File: config.mk
export PLATFORM = sky130hd
export DESIGN_NAME = butterfly_lsu
export DESIGN_NICKNAME = d
export VERILOG_FILES = /design/src/rtl/butterfly_pkg.sv /design/src/rtl/lsu_align.sv /design/src/rtl/butterfly_lsu.sv
export SDC_FILE = /design/constraint.sdc
export NUM_CORES = 1
export LEC_CHECK = 0
export ABC_AREA = 1
export BUFFER_PORTS_ARGS = -buffer_cell sky130_fd_sc_hd__buf_4
export CAP_MARGIN = 20
export CORE_MARGIN = 3
export CORE_UTILIZATION = 45
export DETAILED_ROUTE_END_ITERATION = 7
export HOLD_SLACK_MARGIN = 0.06
export PLACE_DENSITY_LB_ADDON = 0.05
export SLEW_MARGIN = 20
export SYNTH_ARGS = -nofsm -noshare
export SYNTH_HDL_FRONTEND = slang
export SYNTH_SLANG_ARGS = --single-unit
File: constraint.sdc
create_clock -name clk_i -period 1.9 [get_ports clk_i]
set_input_delay 0.095 -clock clk_i [delete_from_list [all_inputs] [get_ports clk_i]]
set_output_delay 0.095 -clock clk_i [all_outputs]
set_load 0.02 [all_outputs]
File: src/rtl/butterfly_pkg.sv
// Shared types and helpers for the butterfly load/store unit.
package butterfly_pkg;

    typedef enum logic [1:0] {
        SizeB = 2'b00,
        SizeH = 2'b01,
        SizeW = 2'b10,
        SizeD = 2'b11
    } lsu_size_e;

    typedef enum logic [1:0] {
        StIdle,
        StBus,
        StResp
    } lsu_state_e;

    // Byte strobes for an access of the given size at byte offset off (up to 8 lanes).
    function automatic logic [7:0] lsu_strb(input lsu_size_e size, input logic [2:0] off);
        logic [7:0] strb;
        unique case (size)
            SizeB:   strb = 8'h01 << off;
            SizeH:   strb = 8'h03 << off;
            SizeW:   strb = 8'h0F << off;
            default: strb = 8'hFF;
        endcase
        return strb;
    endfunction

    function automatic logic [3:0] lsu_bytes(input lsu_size_e size);
        logic [3:0] n;
        unique case (size)
            SizeB:   n = 4'd1;
            SizeH:   n = 4'd2;
            SizeW:   n = 4'd4;
            default: n = 4'd8;
        endcase
        return n;
    endfunction

endpackage

File: src/rtl/lsu_align.sv
// Combinational lane steering for stores and extract/extend for loads.
module lsu_align
    import butterfly_pkg::*;
#(
    parameter int unsigned XLEN = 32
) (
    input  lsu_size_e                   size_i,
    input  logic [$clog2(XLEN/8)-1:0]   off_i,
    input  logic                        unsigned_i,
    input  logic [XLEN-1:0]             wdata_i,
    input  logic [XLEN-1:0]             rdata_i,
    output logic [XLEN-1:0]             lane_wdata_o,
    output logic [XLEN/8-1:0]           wstrb_o,
    output logic [XLEN-1:0]             rdata_ext_o
);

    localparam int unsigned NB = XLEN / 8;

    logic [7:0]      strb8;
    logic [XLEN-1:0] shifted;
    logic [XLEN-1:0] mask;
    logic            sign;

    assign strb8   = lsu_strb(size_i, 3'(off_i));
    assign wstrb_o = strb8[NB-1:0];
    assign shifted = rdata_i >> {off_i, 3'b000};

    always_comb begin
        lane_wdata_o = wdata_i;
        mask         = '1;
        sign         = 1'b0;
        unique case (size_i)
            SizeB: begin
                lane_wdata_o = {NB{wdata_i[7:0]}};
                mask         = XLEN'(8'hFF);
                sign         = shifted[7];
            end
            SizeH: begin
                lane_wdata_o = {(XLEN/16){wdata_i[15:0]}};
                mask         = XLEN'(16'hFFFF);
                sign         = shifted[15];
            end
            SizeW: begin
                lane_wdata_o = {(XLEN/32){wdata_i[31:0]}};
                mask         = XLEN'(32'hFFFF_FFFF);
                sign         = shifted[31];
            end
            default: begin
                lane_wdata_o = wdata_i;
                mask         = '1;
                sign         = 1'b0;
            end
        endcase
        // Bits above the access width become copies of its sign bit on signed loads.
        rdata_ext_o = (shifted & mask) | ((sign & ~unsigned_i) ? ~mask : '0);
    end

endmodule

File: src/rtl/butterfly_lsu.sv
// Single-outstanding load/store unit between EX/MEM and the data-memory port.
// Optional BUTTERFLY_LSU_MISALIGN_TRAP_EN reports misaligned accesses instead of truncating them.
module butterfly_lsu
    import butterfly_pkg::*;
#(
    parameter int unsigned XLEN           = 32,
    parameter int unsigned RD_W           = 5,
    parameter int unsigned TIMEOUT_CYCLES = 256
) (
    input  logic              clk_i,
    input  logic              rst_i,
    input  logic              req_valid_i,
    output logic              req_ready_o,
    input  logic              req_we_i,
    input  logic [XLEN-1:0]   req_addr_i,
    input  logic [XLEN-1:0]   req_wdata_i,
    input  lsu_size_e         req_size_i,
    input  logic              req_unsigned_i,
    input  logic [RD_W-1:0]   req_rd_i,
    output logic              rsp_valid_o,
    output logic [XLEN-1:0]   rsp_rdata_o,
    output logic [RD_W-1:0]   rsp_rd_o,
    output logic              rsp_err_o,
    output logic              stall_o,
    output logic              dmem_valid_o,
    output logic              dmem_we_o,
    output logic [XLEN-1:0]   dmem_addr_o,
    output logic [XLEN-1:0]   dmem_wdata_o,
    output logic [XLEN/8-1:0] dmem_wstrb_o,
    input  logic [XLEN-1:0]   dmem_rdata_i,
    input  logic              dmem_ready_i
);

    localparam int unsigned NB     = XLEN / 8;
    localparam int unsigned OFF_W  = $clog2(NB);
    localparam int unsigned CNT_W  = (TIMEOUT_CYCLES > 1) ? $clog2(TIMEOUT_CYCLES) : 1;
    localparam bit          TmoEn  = (TIMEOUT_CYCLES != 0);
    localparam logic [CNT_W-1:0] CntMax = CNT_W'(TIMEOUT_CYCLES - 1);

    lsu_state_e       state_q, state_d;
    logic [CNT_W-1:0] cnt_q, cnt_d;
    logic             err_q, err_d;
    logic             we_q, unsigned_q;
    logic [XLEN-1:0]  addr_q, wdata_q, rdata_q;
    lsu_size_e        size_q;
    logic [RD_W-1:0]  rd_q;

    logic [3:0]       req_bytes;
    logic [XLEN-1:0]  req_addr_eff;
    logic             trap;

    assign req_bytes    = lsu_bytes(req_size_i);
    assign req_addr_eff = req_addr_i & ~XLEN'(req_bytes - 4'd1);

`ifdef BUTTERFLY_LSU_MISALIGN_TRAP_EN
    logic [4:0] span;
    assign span = 5'(req_addr_i[OFF_W-1:0]) + 5'(req_bytes);
    assign trap = (|(req_addr_i[3:0] & (req_bytes - 4'd1))) | (span > 5'(NB));
`else
    assign trap = 1'b0;
`endif

    always_comb begin
        state_d = state_q;
        cnt_d   = cnt_q;
        err_d   = err_q;
        unique case (state_q)
            StIdle: begin
                if (req_valid_i) begin
                    cnt_d   = '0;
                    err_d   = trap;
                    state_d = trap ? StResp : StBus;
                end
            end
            StBus: begin
                // A ready in the final timeout cycle still completes the access normally.
                if (dmem_ready_i) begin
                    state_d = StResp;
                end else if (TmoEn && (cnt_q == CntMax)) begin
                    state_d = StResp;
                    err_d   = 1'b1;
                end else begin
                    cnt_d = cnt_q + 1'b1;
                end
            end
            StResp:  state_d = StIdle;
            default: state_d = StIdle;
        endcase
    end

    always_ff @(posedge clk_i) begin
        if (rst_i) begin
            state_q    <= StIdle;
            cnt_q      <= '0;
            err_q      <= 1'b0;
            we_q       <= 1'b0;
            unsigned_q <= 1'b0;
            addr_q     <= '0;
            wdata_q    <= '0;
            rdata_q    <= '0;
            size_q     <= SizeB;
            rd_q       <= '0;
        end else begin
            state_q <= state_d;
            cnt_q   <= cnt_d;
            err_q   <= err_d;
            if (state_q == StIdle && req_valid_i) begin
                we_q       <= req_we_i;
                unsigned_q <= req_unsigned_i;
                addr_q     <= req_addr_eff;
                wdata_q    <= req_wdata_i;
                size_q     <= req_size_i;
                rd_q       <= req_rd_i;
            end
            if (state_q == StBus && dmem_ready_i) begin
                rdata_q <= dmem_rdata_i;
            end
        end
    end

    logic [XLEN-1:0] lane_wdata, rdata_ext;
    logic [NB-1:0]   lane_strb;

    lsu_align #(
        .XLEN(XLEN)
    ) u_align (
        .size_i       (size_q),
        .off_i        (addr_q[OFF_W-1:0]),
        .unsigned_i   (unsigned_q),
        .wdata_i      (wdata_q),
        .rdata_i      (rdata_q),
        .lane_wdata_o (lane_wdata),
        .wstrb_o      (lane_strb),
        .rdata_ext_o  (rdata_ext)
    );

    // Every output is held low while reset is asserted, whatever state the FSM is in.
    logic in_bus, in_resp;
    assign in_bus  = !rst_i && (state_q == StBus);
    assign in_resp = !rst_i && (state_q == StResp);

    assign req_ready_o  = !rst_i && (state_q == StIdle);
    assign stall_o      = !rst_i && (state_q != StIdle);
    assign dmem_valid_o = in_bus;
    assign dmem_we_o    = in_bus & we_q;
    assign dmem_addr_o  = in_bus ? {addr_q[XLEN-1:OFF_W], {OFF_W{1'b0}}} : '0;
    assign dmem_wdata_o = in_bus ? lane_wdata : '0;
    assign dmem_wstrb_o = (in_bus && we_q) ? lane_strb : '0;
    assign rsp_valid_o  = in_resp;
    assign rsp_err_o    = in_resp & err_q;
    assign rsp_rd_o     = in_resp ? rd_q : '0;
    assign rsp_rdata_o  = (in_resp && !we_q && !err_q) ? rdata_ext : '0;

endmodule

== Word level (Yosys, flattened, before mapping) ==
Cells that the tools add are included.
W data, S select, Z words.

* Register bits after elaboration: 116
* Latch bits: 0
* RAM bits: 0
* ROM bits: 0
* Input bits: 109
* Output and inout port bits: 111
* Logic and storage cells: 80
* Memories kept: 0

* Add/sub/neg operators: 2
* Multiply operators: 0
* Divide/modulo/power cells: 0
* Magnitude comparators: 0
* Eq/ne operators: 12
* Shift-type cells: 4
* Muxes and demuxes: 23
* Bitwise operators: 9
* Reduce and logical (&&, ||, !) cells: 20

{| class="wikitable"
|+ Operator list
! operator !! count
|-
| $mux W32 || 4
|-
| $pmux W32 S2 || 2
|-
| $and A32 B32 Y32 || 2
|-
| $not A32 Y32 || 2
|-
| $or A32 B32 Y32 || 1
|-
| $shr A32 B5 Y32 || 1
|-
| $mux W8 || 3
|-
| $pmux W4 S3 || 2
|-
| $pmux W8 S2 || 1
|-
| $logic_and A1 B1 Y1 || 9
|-
| $add A8 B1 Y8 const B || 1
|-
| $eq A8 B8 Y1 const B || 1
|-
| $ne A2 B2 Y1 const B || 4
|-
| $reduce_and A4 Y1 || 2
|-
| $eq A2 B1 Y1 const B || 3
|-
| $eq A2 B2 Y1 const B || 3
|-
| $logic_not A2 Y1 || 3
|-
| $mux W2 || 3
|-
| $mux W5 || 1
|-
| $sub A4 B1 Y5 const B || 1
|-
| $mux W4 || 1
|-
| $pmux W2 S2 || 1
|-
| $reduce_bool A2 Y1 || 2
|-
| $shl A1 B2 Y4 const A || 1
|-
| 10 further kinds || 16
|}

== Depth between registers and ports, before layout ==
Gate-level depths: netlist of run 1.

* Depth after elaboration: 6
* Mapped depth: 11
* Gate-level depth less buffers: 11

== Hierarchy ==
Synthesis of run 1 repeated with hierarchy kept, for this count alone.

* Cells, all modules: 1028
* Area total of the unflattened synthesis: 6443.7 sq um

{| class="wikitable"
|+ By module, submodules not included
! module !! instances !! cells each !! area an instance (sq um) !! sequential area each (sq um)
|-
| butterfly_lsu || 1 || 760 || 5149.9 || 2322.2
|-
| lsu_align || 1 || 268 || 1293.7 || 0.0
|}

== Worst setup path after synthesis of run 1 ==
No wires, ideal clock.

* Path type: register -> output
* From: register size_q[0]
* To: output dmem_wdata_o[16]
* Data arrival time: 1770 ps
* Data required time: 1805 ps
* Slack: 35 ps
* Cell stages (with the launch flop): 8
* Path buffers: 2
* Cell sequence: dfxtp_1 -> inv_1 -> ha_1 -> buf_2 -> nor2_1 -> inv_1 -> clkbuf_1 -> a21oi_1

* Word-level cells in the longest chain between the ends: 3
* Elaborated cells between the ends (all ways): 4
* Those cells by class: eq/ne: 1; mux: 2; reduce/logical: 1

{| class="wikitable"
|+ Ends and longest elaborated chain
! item !! RTL line !! RTL
|-
| from (decl) || butterfly_lsu.sv:45 || <nowiki>lsu_size_e size_q;</nowiki>
|-
| from (signal assigned) || butterfly_lsu.sv:101 || <nowiki>size_q <= SizeB;</nowiki>
|-
| from (signal assigned) || butterfly_lsu.sv:112 || <nowiki>size_q <= req_size_i;</nowiki>
|-
| $eq A2 B1 Y1 / $logic_not A2 Y1 (equally long branches) || lsu_align.sv:32 || <nowiki>unique case (size_i)</nowiki>
|-
| $pmux W32 S2 (*) || lsu_align.sv:32 ||
|-
| $mux W32 (*) || butterfly_lsu.sv:147 || <nowiki>assign dmem_wdata_o = in_bus ? lane_wdata : '0;</nowiki>
|-
| to (decl) || butterfly_lsu.sv:28 || <nowiki>output logic [XLEN-1:0] dmem_wdata_o,</nowiki>
|}

Mark *: on every way between the ends. The rest lies on a longest branch, timed or not.

== Worst setup path in the final report of run 1 ==
* From: register addr_q[0]
* To: output rsp_rdata_o[24]

* Word-level cells in the longest chain between the ends: 6
* Elaborated cells between the ends (all ways): 7
* Those cells by class: shift: 1; mux: 3; bitwise: 3

{| class="wikitable"
|+ Ends and longest elaborated chain
! item !! RTL line !! RTL
|-
| from (decl) || butterfly_lsu.sv:44 || <nowiki>logic [XLEN-1:0] addr_q, wdata_q, rdata_q;</nowiki>
|-
| from (signal assigned) || butterfly_lsu.sv:110 || <nowiki>addr_q <= req_addr_eff;</nowiki>
|-
| $shr A32 B5 Y32 (*) || lsu_align.sv:26 || <nowiki>assign shifted = rdata_i >> {off_i, 3'b000};</nowiki>
|-
| $pmux W1 S3 || lsu_align.sv:32 ||
|-
| $and A1 B1 Y1 || lsu_align.sv:55 || <nowiki>rdata_ext_o = (shifted & mask) | ((sign & ~unsigned_i) ? ~mask : '0);</nowiki>
|-
| $mux W32 || lsu_align.sv:55 ||
|-
| $or A32 B32 Y32 (*) || lsu_align.sv:55 ||
|-
| $mux W32 (*) || butterfly_lsu.sv:152 || <nowiki>assign rsp_rdata_o = (in_resp && !we_q && !err_q) ? rdata_ext : '0;</nowiki>
|-
| to (decl) || butterfly_lsu.sv:21 || <nowiki>output logic [XLEN-1:0] rsp_rdata_o,</nowiki>
|}

Marks and branches as above.

==> results of run 1 <==
-- synth_stat cells --
cell	instances	area (µm²)
and3_1	1	6.26
buf_6	1	11.3
nand4_1	2	12.5
clkbuf_1	33	124
o21ai_0	107	536
buf_4	3	22.5
inv_1	92	345
a22o_1	8	70.1
buf_1	5	18.8
nand2_4	1	11.3
dfxtp_1	116	2320
buf_2	23	115
nand2_2	3	18.8
nand3_1	61	305
nor2_1	172	646
inv_2	3	11.3
a31oi_1	8	50.1
ha_1	9	113
a211oi_1	7	52.6
nor2_2	10	62.6
a21oi_1	80	400
nor3_1	12	60.1
o21ai_2	1	8.76
conb_1	1	3.75
o22ai_1	26	163
nor3_4	2	32.5
nand2_1	82	308
-- layer usage --
layer / track usage / wire [µm]
met4: 0.107 / 702
met5: 0 / 0
met2: 0.513 / 11600
met1: 0.373 / 9430
met3: 0.0862 / 1760
-- area by class of cell --
type                    instances  area share
repair buffers                375       0.329
multi-input cells             595       0.319
flip-flops and latches        116       0.231
clock buffers                  24      0.0475
inverters                      95      0.0356
well taps                     168      0.0207
clock inverters                 8      0.0169
diodes                          1    0.000247
-- timing repair --
item	in CTS	in global routing
setup buffers	8	4
endpoints found under the setup margin	97	100
gates cloned	3	1
pin swaps	9	12
hold buffers	115	0
resized for setup	68	108
endpoints found under the hold margin	105	0
-- tightest hold or removal path, delay by kind of cell --
kind            cells  cell delay [ns]
simple gates        1             0.11
buf+inv             1             0.20
compound gates      1             0.05
-- report_power, final --
part           internal [mW]  switching, mW
clock                   2.43           1.13
sequential              2.60          0.108
combinational          0.780          0.997
-- logic make-up (layout without fill, tap and decap cells) --
logic type / after synthesis / count (layout) / share of synthesized area
simple gates: 346 / 347 / 0.251
compound gates: 237 / 237 / 0.220
buf+inv: 160 / 502 / 0.111
flops: 116 / 116 / 0.398
fa+ha+maj: 9 / 9 / 0.0193
other cells: 1 / 3 / 0.000643
-- through the flow --
| step | std cells | cell area, µm² |
|---|---|---|
| detailed placement | 1218 | 7660 |
| global placement | 1218 | 7660 |
| global route | 1382 | 10100 |
| floorplan | 870 | 5830 |
| finish | 1382 | 10100 |
| CTS | 1376 | 9700 |
-- worst paths after layout --
check | to | slack (ns) | depth (start not counted)
worst max register to register | rdata_q[29] | 0.04 | 9
worst min register to register | rd_q[2] | 0.45 | 2
worst max-delay path | rsp_rdata_o[24] | -0.11 | 10
worst min-delay path | rdata_q[2] | 0.1 | 3
-- flip-flops by register name (all words and copies together) (netlist names) --
signal      cells
err_q           1
wdata_q        32
unsigned_q      1
addr_q         32
we_q            1
cnt_q           8
size_q          2
rd_q            5
state_q         2
rdata_q        32
==> impl_metrics.json, run 1 <==
{
  "final_common_cell": "buf_4",
  "power_density_nw_per_um2": 794,
  "synth_warnings": 0,
  "io_buffers": 217,
  "netlist_area_um2": 5830,
  "numCtsBuffers": 17,
  "wl_mm": 23.5,
  "setup_ws_ns": -0.109,
  "dp_worst_setup_slack_ns": 0.0615,
  "setup_tns_ns": -3.40,
  "setup_viol": 56,
  "violations": "negative setup slack",
  "worstSkewPairLatency_ns": 0.42,
  "critPathKind": "reg2out",
  "die_area_um2": 14400,
  "grt_max_degree": 58,
  "nFillCells": 797,
  "max_cap_violations": 0,
  "skew_ns": 0.00472,
  "dp_hpwl_mm": 13.3,
  "coreArea_um2": 12300,
  "period_needed_ns": 2.01,
  "fin_nets": 1318,
  "start_util": 0.473,
  "routedWlPerCell_um": 17.0,
  "worstHoldStart": "dmem_ready_i",
  "drv_slew": 0,
  "dieWidth_um": 120,
  "die_h_um": 120,
  "fmax_mhz": 498,
  "first_iter_violations": 849,
  "pin_count": 220,
  "final_util": 0.824,
  "final_cell_mix": "buf_4 (219), nor2_1 (144), dlygate4sd3_1 (115)",
  "slowest_stage": "dfxtp_4",
  "firstDrtPassIters": 7,
  "detailroute.via_count": 7440,
  "critical_path.startpoint_type": "register",
  "tightest_slew_ns": 0.505,
  "status": "finished, violations left",
  "path_clk_slew_ns": 0.05,
  "power.total_mw": 8.05,
  "slowest_delay_ns": 0.37,
  "cts_tree": "built",
  "timing.final.crit_share": 1.06,
  "cp_max_fo": 8,
  "holdWs_ns": 0.0952,
  "critPathLaunch": "addr_q[0]",
  "ant_nets": 0,
  "grt_pass1_vias": 7061,
  "grt-ovfl-total": 0,
  "drc": 0,
  "antenna_found_initial": 1,
  "grtUsageTotal": 0.305,
  "multi_input_area_um2": 3240,
  "clock_sinks": 116,
  "r2r-start": "state_q[1]",
  "gp_congestion": 0.856,
  "std_cell_rows": 40,
  "hold_viol": 0,
  "syn2layout_area_growth_pct": 74.1,
  "rsz0062_at_grt": "true",
  "slew_headroom": 0.663,
  "avgViaCountPerCell": 5.38,
  "required_ns": 1.80,
  "seq_area_frac_synth": 0.398,
  "crit_buf_inv": 2,
  "cp_top_family": "simple AND/OR/NAND/NOR gates",
  "crit_top_cell": "nand3_1",
  "vdd_ir_drop_max_v": 0.000655,
  "drive_gt1_frac": 0.322,
  "end_kind": "output port",
  "arrival_ns": 1.91,
  "hold_path_class": "in2reg",
  "htreeDepth": 4,
  "cts.path.max_buffers": 2,
  "regArea_um2": 2340,
  "netlist_instances": 869,
  "p_leak_nw": 4.36,
  "worstPathCellList": "nor2_4 -> inv_2 -> nand3_1 -> nand3_1 -> nand3_1 -> nand2_2 -> nand2_4 -> nand2_8 -> nor2_2 -> buf_4",
  "synth-seq-cells": 116,
  "avgSynthCellArea_um2": 6.71,
  "grt_pass1_wl_mm": 35.2,
  "ys_types": 27,
  "cts-root-buf": "clkbuf_16"
}
Power figures use the tool's default switching activity.
==> run 2: changes to the inputs <==
ABC_AREA = default   (was 1)
==> impl_metrics.json, run 2 <==
{
  "grtUsageTotal": 0.314,
  "detailroute.via_count": 7394,
  "ff2ff_path_depth": 6,
  "routedWlPerCell_um": 19.7,
  "synth_edf_count": 0,
  "grt_pass1_vias": 7085,
  "max_cap_violations": 0,
  "power.total_mw": 7.60,
  "arrival_ns": 2.23,
  "final_cell_mix": "buf_4 (215), nand2_1 (202), dfxtp_1 (110)",
  "period_needed_ns": 2.33,
  "drv_slew": 0,
  "seq_area_frac_synth": 0.406,
  "p_sw_mw": 2.00,
  "dieWidth_um": 119,
  "status": "finished, violations left",
  "coreArea_um2": 12200,
  "p_leak_nw": 4.37,
  "cts_tree": "built",
  "drc": 0,
  "firstDrtPassIters": 5,
  "sequentialPowerShare": 0.353,
  "ys_dominant_reg_cell": "dfxtp_1",
  "r2r-start": "state_q[0]",
  "p_int_mw": 5.60,
  "violations": "negative setup slack",
  "critPathKind": "reg2out",
  "start_util": 0.468,
  "hold_viol": 0,
  "cts-root-buf": "clkbuf_16",
  "drive_gt1_frac": 0.391,
  "clockPowerShare": 0.462,
  "gp_congestion": 0.942,
  "die_h_um": 119,
  "setup_viol": 57,
  "netlist_instances": 779,
  "switching_share": 0.263,
  "multi_input_area_um2": 3840,
  "pwr-share-comb": 0.185,
  "path_clk_slew_ns": 0.05,
  "ys_top_cells_by_count": "nand2_1 (239), dfxtp_1 (116), a21oi_1 (104), clkbuf_1 (47), and2_1 (45)",
  "yosysTopAreaCell": "dfxtp_1",
  "critical_path.startpoint_type": "register",
  "required_ns": 1.80,
  "dp_hpwl_mm": 13.2,
  "worstSetupEndpoint": "rsp_rdata_o[27]",
  "numCtsBuffers": 17,
  "vdd_ir_drop_max_v": 0.000576,
  "synth-seq-cells": 116,
  "insertedDiodeCount": 0,
  "avgViaCountPerCell": 5.68,
  "avgSynthCellArea_um2": 7.34,
  "grt_pass1_wl_mm": 36.1,
  "ys_types": 45,
  "end_kind": "output port",
  "worstSkewPairLatency_ns": 0.41,
  "slew_headroom": 0.543,
  "setup_ws_ns": -0.428,
  "fin_nets": 1238,
  "grt-ovfl-total": 0,
  "r2r_end": "cnt_q[1]",
  "netlist_area_um2": 5720,
  "yosysMostFrequentCell": "nand2_1",
  "rsz0062_at_grt": "true",
  "die_area_um2": 14100,
  "wl_mm": 25.6,
  "first_iter_violations": 627,
  "cp_max_fo": 8,
  "htreeDepth": 4,
  "critPathLaunch": "size_q[1]",
  "std_cell_rows": 40,
  "timing.final.crit_share": 1.23,
  "r2r_setup_slack_ns": 0.10,
  "io_buffers": 217,
  "regArea_um2": 2330,
  "biggestRegsByFlops": "addr_q x32, rdata_q x32, wdata_q x32",
  "final_common_cell": "buf_4",
  "nFillCells": 626,
  "dp_worst_setup_slack_ns": -0.453,
  "fmax_mhz": 430,
  "syn2layout_area_growth_pct": 84.4,
  "cts.path.max_buffers": 2,
  "ant_nets": 0,
  "power_density_nw_per_um2": 721,
  "synth_warnings": 0,
  "hold_path_class": "in2reg",
  "skew_ns": 0.00359,
  "pin_count": 220,
  "clock_sinks": 116,
  "grt_max_degree": 53,
  "tightest_slew_ns": 0.684,
  "yosysTopAreaCellShare": 0.406,
  "antenna_found_initial": 0,
  "synth-async-reset-ratio": 0,
  "synth_area_leaders": "dfxtp_1 (41%), nand2_1 (16%), a21oi_1 (9.1%), and2_1 (4.9%), a22o_1 (3.7%)"
}
run 2: changes by cell type after synthesis, sizes merged, moves of 9 or more:
cell,previous run,this run
buf,32,15
nor2,182,39
clkbuf,33,47
mux2i,0,19
o22ai,26,8
and2,0,45
nor2b,0,9
a22o,8,24
nand3,61,9
a21oi,80,104
nand2,86,239
nor3,14,3
o21ai,108,15
inv,95,8
run 2: how the worst min path moves through the flow:
| stage | startpoint | endpoint | slack, ns | depth (start not counted) |
|---|---|---|---|---|
| CTS | req_valid_i | cnt_q[0] | 0.1 | 4 |
| global placement | req_addr_i[26] | addr_q[26] | 0.31 | 2 |
| floorplan | req_addr_i[10] | addr_q[10] | 0.22 | 1 |
| detailed placement | req_addr_i[26] | addr_q[26] | 0.31 | 2 |
| finish | rst_i | cnt_q[6] | 0.13 | 4 |
| global route | rst_i | cnt_q[6] | 0.15 | 4 |
run 2: final cells by class:
type / count / share of cell area
clock inverters: 9 / 0.0140
inverters: 8 / 0.00404
flip-flops and latches: 116 / 0.221
multi-input cells: 594 / 0.364
clock buffers: 23 / 0.0473
well taps: 168 / 0.0199
repair buffers: 383 / 0.329
run 2: what timing repair did:
| action | in CTS | in global routing |
|---|---|---|
| hold buffers | 106 | 0 |
| endpoints found under the hold margin | 106 | 0 |
| pin swaps | 14 | 47 |
| resized for setup | 106 | 114 |
| setup buffers | 13 | 10 |
| cloned | 2 | 0 |
| setup endpoints to repair | 102 | 121 |
run 2: power groups by stage:
stage,sequential (mW),clock (mW),combinational (mW)
6_report,2.68,3.51,1.40
5_1_grt,2.69,3.62,1.48
4_1_cts,2.65,3.49,1.21
3_5_place_dp,2.69,0,0.913
3_3_place_gp,2.69,0,0.892
2_1_floorplan,2.67,0,0.509
run 2: worst max-delay path, stage by stage (launching register included):
cell     delay (ns)
dfxtp_2        0.36
inv_4          0.06
ha_4           0.18
or3_4          0.38
buf_6          0.13
nor4_4         0.21
buf_6          0.18
nand2_1        0.09
nand2_2        0.10
buf_6          0.12
run 2: logic make-up (layout without fill, tap and decap cells):
family	after synthesis	after routing	share of synthesized area
buf+inv	70	423	0.0492
compound gates	184	184	0.192
simple gates	379	379	0.297
flops	116	116	0.406
mux	20	20	0.0352
other cells	1	2	0.000656
fa+ha+maj	9	9	0.0197
run 2: routing by layer:
layer  GRT usage  routed length (µm)  vias to the layer above
li1            -                   -                     3308
met1       0.381                9730                     3511
met2       0.537               12800                      478
met3      0.0742                2160                       97
met4       0.120                 918                        0
met5           0                   0                        -
run 2: through the flow:
stage | instances | hold slack (ns) | utilization | TNS [ns] | instance area (µm²)
floorplan | 780 | 0.221 | - | -0.156 | 5800
global placement | 1141 | 0.305 | 0.634 | -1.60 | 7740
detailed placement | 1141 | 0.309 | 0.634 | -3.97 | 7740
CTS | 1294 | 0.0965 | 0.818 | -11.35 | 9990
global route | 1301 | 0.155 | 0.863 | -16.81 | 10500
finish | 1301 | 0.126 | 0.863 | -14.18 | 10500
==> run 3: changes to the inputs <==
CORE_UTILIZATION = 30   (was 45)
==> impl_metrics.json, run 3 (same netlist as run 2, synthesis figures left out) <==
{
  "status": "finished, violations left",
  "violations": "negative setup slack",
  "hold_viol": 0,
  "grt_pass1_vias": 6566,
  "io_buffers": 217,
  "detailroute.via_count": 6593,
  "die_area_um2": 20700,
  "hold_path_class": "in2reg",
  "arrival_ns": 2.13,
  "setup_ws_ns": -0.325,
  "coreArea_um2": 18300,
  "start_util": 0.312,
  "grt_max_degree": 53,
  "numCtsBuffers": 17,
  "cts_tree": "built",
  "dieWidth_um": 144,
  "p_leak_nw": 4.43,
  "first_iter_violations": 350,
  "grt_pass1_wl_mm": 34.6,
  "fin_nets": 1237,
  "end_kind": "output port",
  "tightest_slew_ns": 0.711,
  "fmax_mhz": 450,
  "grt-ovfl-total": 0,
  "pin_count": 220,
  "biggestRegsByFlops": "addr_q x32, rdata_q x32, wdata_q x32",
  "cts.path.max_buffers": 2,
  "gp_congestion": 0.793,
  "stdcell_count": 1362,
  "std_cell_rows": 49,
  "dp_cells": 1206,
  "firstDrtPassIters": 4,
  "dp_hpwl_mm": 14.2,
  "grtUsageTotal": 0.210,
  "power.total_mw": 7.43,
  "setup_viol": 55,
  "antenna_found_initial": 1,
  "drv_slew": 0,
  "rsz0062_at_grt": "true",
  "avgViaCountPerCell": 4.84,
  "drc": 0,
  "worstSkewPairLatency_ns": 0.42,
  "vdd_ir_drop_max_v": 0.000639,
  "drive_gt1_frac": 0.406,
  "cts-root-buf": "clkbuf_16",
  "cp_max_fo": 8,
  "htreeDepth": 4,
  "timing.final.crit_share": 1.17,
  "power_density_nw_per_um2": 690,
  "die_h_um": 144,
  "final_common_cell": "nand2_1",
  "critical_path.startpoint_type": "register",
  "slew_headroom": 0.525,
  "period_needed_ns": 2.22,
  "routedWlPerCell_um": 16.4,
  "required_ns": 1.80,
  "skew_ns": 0.00987,
  "ant_nets": 0,
  "path_clk_slew_ns": 0.06,
  "clock_sinks": 116,
  "syn2layout_area_growth_pct": 88.5,
  "critPathKind": "reg2out",
  "wl_mm": 22.4,
  "nFillCells": 1684,
  "final_cell_mix": "nand2_1 (193), buf_4 (187), dfxtp_1 (110)",
  "max_cap_violations": 0
}
==> run 3: cell types whose count changed in the layout (fill, tap and decap cells not counted), sizes merged <==
| cell | previous run | this run |
|---|---|---|
| clkinv | 4 | 3 |
| clkbuf | 24 | 17 |
| clkinvlp | 1 | 2 |
| bufinv | 4 | 3 |
| inv | 8 | 15 |
| diode | 0 | 1 |
==> run 3: what timing repair did <==
| action | CTS | global route |
|---|---|---|
| gates cloned | 3 | 0 |
| hold buffers | 106 | 0 |
| pin swaps | 54 | 35 |
| resized for setup | 201 | 76 |
| endpoints found under the hold margin | 106 | 0 |
| endpoints found under the setup margin | 107 | 96 |
| setup buffers | 15 | 2 |
==> run 3: power by group <==
part,leakage [nW],switching (mW),total (mW),internal (mW)
clock,0.298,1.29,3.39,2.10
sequential,0.950,0.111,2.67,2.56
combinational,3.19,0.680,1.37,0.688
total,4.43,2.08,7.43,5.35
==> run 3: path summary, 6_finish.rpt <==
path	slack, ns	end	startpoint	depth (start not counted)
worst max-delay path	-0.32	rsp_rdata_o[22]	size_q[0]	6
worst min-delay path	0.1	cnt_q[0]	req_valid_i	4
worst max register to register	0.15	cnt_q[1]	state_q[0]	6
worst min register to register	0.44	addr_q[5]	addr_q[5]	2
==> run 3: critical path, stage by stage, from the launching register on <==
cell and delay (ns):
dfxtp_4 0.38, inv_4 0.05, ha_4 0.16, or3_4 0.37, or3_4 0.44, o21ai_2 0.17, buf_6 0.13
==> run 3: cell type report <==
type	count	area, µm²	area share
multi-input combinational	594	3890	0.361
sequential	116	2330	0.217
tap	229	287	0.0266
antenna	1	2.50	0.000232
clock buffer	17	425	0.0395
timing repair buffer	382	3590	0.333
clock inverter	15	195	0.0181
inverter	8	50.0	0.00464
==> run 3: routing by layer <==
metal | share of wire | routed length [µm] | vias to the layer above | global-route usage
met4 | 0.0093 | 207 | 0 | 0.0496
met3 | 0.049 | 1110 | 12 | 0.0542
li1 | - | - | 3295 | -
met1 | 0.45 | 10100 | 3118 | 0.274
met5 | 0 | 0 | - | 0
met2 | 0.49 | 11000 | 168 | 0.350
==> run 3: stage by stage <==
stage	util	setup WS [ns]	cell area [µm²]	setup TNS [ns]	hold slack [ns]
floorplan	-	-0.0143	5800	-0.156	0.221
global placement	0.428	-0.452	7840	-3.33	0.306
detailed placement	0.428	-0.145	7850	-1.25	0.311
CTS	0.572	-0.346	10500	-11.10	0.0837
global route	0.588	-0.395	10800	-13.93	0.124
finish	0.588	-0.325	10800	-10.02	0.0999
